File: config.mk
export PLATFORM = sky130hd
export DESIGN_NAME = distributor18_flat
export DESIGN_NICKNAME = d
export VERILOG_FILES = /design/src/rtl/distributor18_if.sv /design/src/rtl/distributor18.sv /design/src/flat_wrapper.sv
export SDC_FILE = /design/constraint.sdc
export NUM_CORES = 1
export LEC_CHECK = 0
export ABC_AREA = 1
export BUFFER_PORTS_ARGS = -buffer_cell sky130_fd_sc_hd__clkbuf_2
export CAP_MARGIN = 20
export CORE_MARGIN = 2
export CORE_UTILIZATION = 57
export DETAILED_ROUTE_END_ITERATION = 12
export PLACE_DENSITY_LB_ADDON = 0.12
export SLEW_MARGIN = 20
export SYNTH_ARGS = -nofsm -noshare
export SYNTH_HDL_FRONTEND = slang
export SYNTH_SLANG_ARGS = --single-unit
File: constraint.sdc
create_clock -name clk -period 2.82 [get_ports clk]
set_clock_uncertainty 0.1 [all_clocks]
set_input_delay 0.141 -clock clk [delete_from_list [all_inputs] [get_ports clk]]
set_output_delay 0.141 -clock clk [all_outputs]
set_load 0.02 [all_outputs]
File: src/rtl/distributor18_if.sv
// Bundle of producer-side and consumer-side signals for the 1-to-8 distributor.
// The slave modport is the distributor; the master modport is its environment.
interface distributor18_if #(
  parameter int WIDTH = 32,
  parameter int CNTW  = 16
);
  logic             in_valid;
  logic             in_ready;
  logic [WIDTH-1:0] in_data;
  logic [2:0]       condition;
  logic [WIDTH-1:0] out0;
  logic [WIDTH-1:0] out1;
  logic [WIDTH-1:0] out2;
  logic [WIDTH-1:0] out3;
  logic [WIDTH-1:0] out4;
  logic [WIDTH-1:0] out5;
  logic [WIDTH-1:0] out6;
  logic [WIDTH-1:0] out7;
  logic [7:0]       out_valid;
  logic [7:0]       out_ready;
  logic             busy;
  logic [CNTW-1:0]  accept_cnt;

  modport slave (
    input  in_valid, in_data, condition, out_ready,
    output in_ready, out0, out1, out2, out3, out4, out5, out6, out7,
           out_valid, busy, accept_cnt
  );

  modport master (
    output in_valid, in_data, condition, out_ready,
    input  in_ready, out0, out1, out2, out3, out4, out5, out6, out7,
           out_valid, busy, accept_cnt
  );
endinterface

File: src/rtl/distributor18.sv
// 1-to-8 distributor: each input word lands in the one-entry buffer of the
// channel picked by condition; every channel drains independently.
module distributor18 #(
  parameter int WIDTH = 32,
  parameter int CNTW  = 16
) (
  input  logic             clk,
  input  logic             rst_n,
  distributor18_if.slave   bus
);

  logic [7:0]       valid_q;
  logic [7:0]       valid_d;
  logic [CNTW-1:0]  cnt_q;
  logic [CNTW-1:0]  cnt_d;
  logic [7:0]       sel;
  logic [7:0]       drain;
  logic             accept;
  logic [WIDTH-1:0] chan_data [8];

  assign sel = 8'd1 << bus.condition;

  // A full channel still accepts when it is draining on the same edge.
  assign bus.in_ready = rst_n & (~valid_q[bus.condition] | bus.out_ready[bus.condition]);
  assign accept       = bus.in_valid & bus.in_ready;
  assign drain        = valid_q & bus.out_ready;

  always_comb begin
    valid_d = valid_q & ~drain;
    cnt_d   = cnt_q;
    if (accept) begin
      valid_d = valid_d | sel;
      cnt_d   = cnt_q + {{(CNTW-1){1'b0}}, 1'b1};
    end
  end

  always_ff @(posedge clk or negedge rst_n) begin
    if (!rst_n) begin
      valid_q <= '0;
      cnt_q   <= '0;
    end else begin
      valid_q <= valid_d;
      cnt_q   <= cnt_d;
    end
  end

  for (genvar gi = 0; gi < 8; gi++) begin : g_chan
    logic [WIDTH-1:0] data_q;
    logic [WIDTH-1:0] data_d;

    // Data only moves on an accept to this channel; draining leaves it intact.
    assign data_d = (accept && sel[gi]) ? bus.in_data : data_q;

    always_ff @(posedge clk or negedge rst_n) begin
      if (!rst_n) data_q <= '0;
      else        data_q <= data_d;
    end

    assign chan_data[gi] = data_q;
  end

  assign bus.out0       = chan_data[0];
  assign bus.out1       = chan_data[1];
  assign bus.out2       = chan_data[2];
  assign bus.out3       = chan_data[3];
  assign bus.out4       = chan_data[4];
  assign bus.out5       = chan_data[5];
  assign bus.out6       = chan_data[6];
  assign bus.out7       = chan_data[7];
  assign bus.out_valid  = valid_q;
  assign bus.busy       = |valid_q;
  assign bus.accept_cnt = cnt_q;

endmodule

File: src/flat_wrapper.sv
// flat-port wrapper written by rule: the top's interface ports become plain ports
module distributor18_flat 
#(
  parameter int WIDTH = 32,
  parameter int CNTW  = 16
)
  (clk, rst_n, bus_in_valid, bus_in_data, bus_condition, bus_out_ready, bus_in_ready, bus_out0, bus_out1, bus_out2, bus_out3, bus_out4, bus_out5, bus_out6, bus_out7, bus_out_valid, bus_busy, bus_accept_cnt);
  distributor18_if #(.WIDTH(WIDTH), .CNTW(CNTW)) bus_i ();
  input  logic clk;
  input  logic rst_n;
  input wire logic [$bits(bus_i.in_valid)-1:0] bus_in_valid;
  input wire logic [$bits(bus_i.in_data)-1:0] bus_in_data;
  input wire logic [$bits(bus_i.condition)-1:0] bus_condition;
  input wire logic [$bits(bus_i.out_ready)-1:0] bus_out_ready;
  output wire logic [$bits(bus_i.in_ready)-1:0] bus_in_ready;
  output wire logic [$bits(bus_i.out0)-1:0] bus_out0;
  output wire logic [$bits(bus_i.out1)-1:0] bus_out1;
  output wire logic [$bits(bus_i.out2)-1:0] bus_out2;
  output wire logic [$bits(bus_i.out3)-1:0] bus_out3;
  output wire logic [$bits(bus_i.out4)-1:0] bus_out4;
  output wire logic [$bits(bus_i.out5)-1:0] bus_out5;
  output wire logic [$bits(bus_i.out6)-1:0] bus_out6;
  output wire logic [$bits(bus_i.out7)-1:0] bus_out7;
  output wire logic [$bits(bus_i.out_valid)-1:0] bus_out_valid;
  output wire logic [$bits(bus_i.busy)-1:0] bus_busy;
  output wire logic [$bits(bus_i.accept_cnt)-1:0] bus_accept_cnt;
  assign bus_i.in_valid = bus_in_valid;
  assign bus_i.in_data = bus_in_data;
  assign bus_i.condition = bus_condition;
  assign bus_i.out_ready = bus_out_ready;
  assign bus_in_ready = bus_i.in_ready;
  assign bus_out0 = bus_i.out0;
  assign bus_out1 = bus_i.out1;
  assign bus_out2 = bus_i.out2;
  assign bus_out3 = bus_i.out3;
  assign bus_out4 = bus_i.out4;
  assign bus_out5 = bus_i.out5;
  assign bus_out6 = bus_i.out6;
  assign bus_out7 = bus_i.out7;
  assign bus_out_valid = bus_i.out_valid;
  assign bus_busy = bus_i.busy;
  assign bus_accept_cnt = bus_i.accept_cnt;
  distributor18 #(.WIDTH(WIDTH), .CNTW(CNTW)) u_core (.clk(clk), .rst_n(rst_n), .bus(bus_i));
endmodule
# == After elaboration in Yosys (flattened, before gate mapping) ==
# Cells that the tools add are included.
# totals
register_bits,280
output_inout_bits,282
elab_cells,35
# classes
n_addsub,1
order_cmp,1
shift,1
n_mux,5
n_bitwise,8
reduce_logical,9
# op_table
op,n
16-bit by 1-bit adder with 16-bit output (second input constant),1
8-bit AND,2
1-bit logical AND,8
8-bit two-way mux,1
8-bit inverter,1
8-bit bitwise OR,1
8-bit OR reduction,1
1-bit by 3-bit left shift with 8-bit output (first input constant),1
1-bit binary-select mux with 3-bit select,2
3-bit by 4-bit < comparator with 1-bit output (second input constant),1
1-bit AND,2
1-bit two-way mux,2
1-bit inverter,1
1-bit bitwise OR,1

# == Longest topological paths before layout ==
# depth
ltp_word,7
ltp_mapped,12
mapped_depth_nobuf,11

# == Worst setup path after synthesis ==
# No wires, ideal clock.
# synth_timing
path_type,register -> register
start,reg u_core.valid_q[0] (netlist: u_core.bus.out_valid[0])
end,reg u_core.g_chan[1].data_q[5] (netlist: u_core.bus.out1[5])
t_arrival_ps,1695
t_required_ps,2603
setup_slack_ps,908
path_stages_with_launch,10
n_path_buf,1
path_cell_list,dfrtp_1 > inv_1 > o21ai_0 > nand2_1 > nand2_1 > a21oi_4 > nand4_4 > buf_6 > nand2_1 > nand2_1
# synth_via
elab_chain_len,7
# synth_lines
item,line,rtl
from (decl),distributor18.sv:12,logic [7:0] valid_q;
from (signal assigned),distributor18.sv:42,valid_q <= valid_d;
1-bit binary-select mux with 3-bit select,distributor18.sv:24,assign bus.in_ready = rst_n & (~valid_q[bus.condition] | bus.out_ready[bus.condition]);
1-bit two-way mux (implied by the code),distributor18.sv:24,
1-bit inverter,distributor18.sv:24,
1-bit bitwise OR,distributor18.sv:24,
1-bit AND,distributor18.sv:24,
1-bit AND,distributor18.sv:25,assign accept = bus.in_valid & bus.in_ready;
1-bit logical AND,distributor18.sv:52,assign data_d = (accept && sel[gi]) ? bus.in_data : data_q;
to (signal assigned),distributor18.sv:56,else data_q <= data_d;
to (decl),distributor18.sv:48,logic [WIDTH-1:0] data_q;
# No other way between the ends. The select of a mux whose other input is x is not followed.
# A chain may end at the register's enable or synchronous reset.

# == Worst setup path after layout ==
# layout_timing
start,reg u_core.valid_q[0] (netlist: u_core.bus.out_valid[0])
end,out bus_in_ready
# layout_via
elab_chain_len,5
# layout_lines
item,line,rtl
1-bit binary-select mux with 3-bit select,distributor18.sv:24,
1-bit two-way mux (implied by the code),distributor18.sv:24,
1-bit inverter,distributor18.sv:24,
1-bit bitwise OR,distributor18.sv:24,
1-bit AND,distributor18.sv:24,
to (decl),flat_wrapper.sv:15,output wire logic [$bits(bus_i.in_ready)-1:0] bus_in_ready;
# No other way between the ends. The select of a mux whose other input is x is not followed.

==> flow_results.org <==
** GRT
- Number of antenna violations at the first check in global routing :: 0
- Entering global routing, the biggest net connects 118 pins.
- The number of global-route vias before repair was 11266.
- The first global-routing pass estimated 64600 microns of wire.
- Global-route usage over all layers :: 34.3%
- The total overflow left after global routing is 0.

** STA
- Dividing the final minimum period by the clock period gives 91.0%.
- Final hold violation count :: 0
- Worst hold slack :: 0.0320 ns
- Worst slew margin :: 33.9%
- Setup repair after global routing left no endpoint under its margin.
- In the final timing run, aggregate negative setup slack is 0 ns.
- Timing-limited maximum frequency :: 390 MHz
- The number of max-slew violations in the final report is 0.
- After layout, the minimum clock period comes to 2.57 ns.
- Setup violations remaining at the end of the flow were counted as 0.
- For the pin with the worst max-slew slack, the measured transition is 0.992 ns.

** Finish
- For this run, the post-layout net count is 1705.
- From synthesis to final layout, the design area changed by 23.7%.
- After filler insertion, the fill cell instance count of the layout stands at 1663.
- Commonest non-fill, non-tap cell in the layout :: sky130_fd_sc_hd__nand2_1
- Proportion of layout cells with a drive suffix above 1 :: 35.3%
- Once layout is complete, the cells apart from fillers number 1962.
- Cells fill 72.0% of the core in the end.
- Inserted Diodes :: 0
- The library cells used most frequently in the layout, excluding fill and tap cells, are sky130_fd_sc_hd__nand2_1 (419), sky130_fd_sc_hd__clkbuf_2 (325), sky130_fd_sc_hd__dfrtp_1 (280).

** Clocking
- Clock latency reported for the late side of the worst-skew pair :: 0.54 ns
- CTS tree :: done
- The cell sitting at the root of the clock tree is a sky130_fd_sc_hd__clkbuf_16.
- Count of clock tree sinks :: 280
- Hold repair after CTS inserted 42 buffers.
- Total clock buffers created by CTS :: 30
- H-tree levels :: 1
- Buffers added to address setup during post-CTS repair amount to 0.
- Worst-path clk slew :: 0.06 ns
- Counting along the longest clock path gives a buffer depth of 3.
- Once the clock tree was built, the resizer swapped 0 gates to a different size.

** Critical path
- STA classifies the critical path startpoint as a flop.
- Together, buffers and inverters on the worst path number 3.
- The number of cells on the worst reg-to-reg path is 10.
- Worst Setup End Kind :: output port
- Critical Setup Path Class :: flop to output port
- In this design, the critical path's most frequently occurring cell is sky130_fd_sc_hd__nand2_1.
- Of all nets on the critical path, the largest fanout is 24.
- The endpoint identified for the worst register-to-register timing path is u_core.bus.out5[17].
- STA puts the critical path data required time at 2.58 ns.
- Data arrives at the worst endpoint at 2.33 ns.
- Largest stage delay on the critical path :: 0.41 ns
- The kind of cell with the highest combined delay along the critical path is buffers and inverters.
- Critical path's slowest cell :: sky130_fd_sc_hd__dfrtp_1
- Cell-by-cell trace of the critical path :: inv_1 > o21ai_0 > nand2_1 > nand2_1 > nand2_1 > nand2_1 > nor2_4 > buf_4 > clkbuf_2
- Reg2Reg Setup Slack :: 0.53 ns
- In this run the critical register-to-register path is launched from u_core.bus.out_valid[0].

** Synth
- In the post-synthesis netlist, the biggest area contributors are sky130_fd_sc_hd__dfrtp_1 (55%), sky130_fd_sc_hd__nand4_1 (13%), sky130_fd_sc_hd__nand2_1 (12%).
- The largest total area in the synthesized netlist belongs to sky130_fd_sc_hd__dfrtp_1.
- The share of the Yosys chip area taken by registers is 55.0%.
- Yosys printed 0 warnings.
- Count of mapped cells out of synthesis :: 1371
- Synth Net Count :: 1418
- Cell variety after synth :: 28
- Fraction of post-synthesis cell area in the top cell type by area :: 55.0%
- FF+latch count, synth :: 280
- Cell Area, Synth :: 12700 sq um
- After synthesis, the mean cell area works out to 9.29 sq um.

** Job
- The tool flagged a number of max-cap violations equal to 0.

** Floorplanning
- For this configuration, the core starts out at a cell density of 58.2%.
- The die covers 23600 sq um.
- 328 I/O pins were placed.
- Placeable core region :: 21900 sq um
- The floorplan step set the die height to 153 microns.
- Die width :: 153 microns
- Row generation in the floorplan step produced 54 rows.

** Hold path
- Launch instance of the worst min-delay path :: bus_in_valid
- In this run the worst hold path is classified as input port to flop.
- Worst Hold Endpoint :: u_core.bus.out4[6]
- The worst hold path was traced through 3 stages.

** Drt
- The count of nets left with antenna violations once routing finished came out at 0.
- After detailed routing, the number of remaining DRC violations is 0.
- The first detailed-routing pass took 5 iterations.
- Vias after detailed routing :: 11570
- Using the TritonRoute via totals, the vias-per-cell ratio works out to 5.90.
- Wirelength per Cell :: 20.9 microns
- DRT Wirelength :: 41000 microns
- DRC violation total after the first TritonRoute iteration :: 990

** Placed design
- Input and output buffers added on the ports amount to 327.
- In this run, placement finished with an instance count of 1864.
- DPL Wire Length :: 25700 microns
- Routability-driven placement finished with a final weighted congestion of 0.861.

** Pwr
- Summed over all cells, the static leakage comes to 8.42 nW.
- IR Drop Worst-Case VDD :: 531 uV
- Power per unit of standard cell area :: 847 nW/um^2

** Run status
- The flow ran to the end, and the final reports show no timing, DRC or antenna violations.
cell families after synthesis:
family / share of synthesized area [%]
xor+xnor: 0.963
flops: 55.0
simple gates: 36.2
fa+ha+maj: 0.0982
compound gates: 0.835
buf+inv: 6.94
cell type report:
| cell class | instances | area (sq um) | share of cell area (%) |
|---|---|---|---|
| inverters | 23 | 86.3 | 0.548 |
| repair buffers | 398 | 2360 | 15.0 |
| clock buffers | 50 | 967 | 6.14 |
| multi-input cells | 925 | 4910 | 31.1 |
| flip-flops and latches | 280 | 7010 | 44.5 |
| clock inverters | 6 | 86.3 | 0.548 |
| well taps | 280 | 350 | 2.22 |
per-layer routing:
metal	track usage (%)	vias up	share of wire [%]
met5	0	-	0
met4	13.1	0	3.7
met3	7.85	106	9.6
met2	52.1	601	45
met1	48.5	5696	41
li1	-	5167	-
state kept, by name (all words and copies together), names as in the netlist:
register and cells:
u_core.bus.out0 32, u_core.bus.out1 32, u_core.bus.out2 32, u_core.bus.out3 32, u_core.bus.out4 32, u_core.bus.out5 32
u_core.bus.out6 32, u_core.bus.out7 32, u_core.bus.accept_cnt 16, u_core.bus.out_valid 8
worst min-delay path: stages:
cell and delay, ns:
sky130_fd_sc_hd__buf_8 0.25, sky130_fd_sc_hd__nand4_1 0.17, sky130_fd_sc_hd__nand2_1 0.05
power breakdown:
group	leakage (nW)	internal, mW	switching, mW
registers	3.59	4.89	0.656
logic	4.31	1.15	2.51
clock network	0.523	2.51	1.64
total	8.42	8.55	4.80
through the flow:
stage / power [mW] / setup slack (ns) / cell area [sq um]
2_1_floorplan: 7.68 / 0.908 / 12700
3_3_place_gp: 9.10 / 0.624 / 14300
3_5_place_dp: 9.20 / 0.571 / 14300
4_1_cts: 13.4 / 0.252 / 15800
5_1_grt: 13.9 / 0.156 / 15800
6_report: 13.4 / 0.253 / 15800
synthesized netlist by cell type:
library cell,count
sky130_fd_sc_hd__buf_6,25
sky130_fd_sc_hd__o21ai_1,10
sky130_fd_sc_hd__xnor2_1,10
sky130_fd_sc_hd__nand3_2,1
sky130_fd_sc_hd__nand2_2,159
sky130_fd_sc_hd__nor2_1,22
sky130_fd_sc_hd__nor2_2,2
sky130_fd_sc_hd__nor4_1,2
sky130_fd_sc_hd__nand3_4,1
sky130_fd_sc_hd__nand3b_1,1
sky130_fd_sc_hd__inv_2,4
sky130_fd_sc_hd__buf_2,27
sky130_fd_sc_hd__clkbuf_2,31
sky130_fd_sc_hd__dfrtp_1,280
sky130_fd_sc_hd__ha_1,1
sky130_fd_sc_hd__nand2_1,419
sky130_fd_sc_hd__nand4_1,258
sky130_fd_sc_hd__xor2_1,4
sky130_fd_sc_hd__o21ai_0,1
sky130_fd_sc_hd__buf_1,2
sky130_fd_sc_hd__nand4_4,8
sky130_fd_sc_hd__nor3_1,2
sky130_fd_sc_hd__nor2_4,1
sky130_fd_sc_hd__inv_1,19
sky130_fd_sc_hd__clkbuf_1,58
sky130_fd_sc_hd__a21oi_4,1
sky130_fd_sc_hd__o21ai_2,4
sky130_fd_sc_hd__nand3_1,18
how the worst max path moves through the flow:
| stage | start | endpoint | cells after the start |
|---|---|---|---|
| final | u_core.bus.out_valid[0] | bus_in_ready | 9 |
| after detailed placement | bus_condition[0] | u_core.bus.out0[23] | 10 |
| after floorplan | u_core.bus.out_valid[0] | u_core.bus.out1[5] | 9 |
| after global placement | bus_condition[0] | u_core.bus.out0[1] | 10 |
| after global routing | u_core.bus.out_valid[0] | bus_in_ready | 9 |
| after CTS | u_core.bus.out_valid[0] | bus_in_ready | 9 |
No activity file was read; power rests on OpenSTA's default activity.
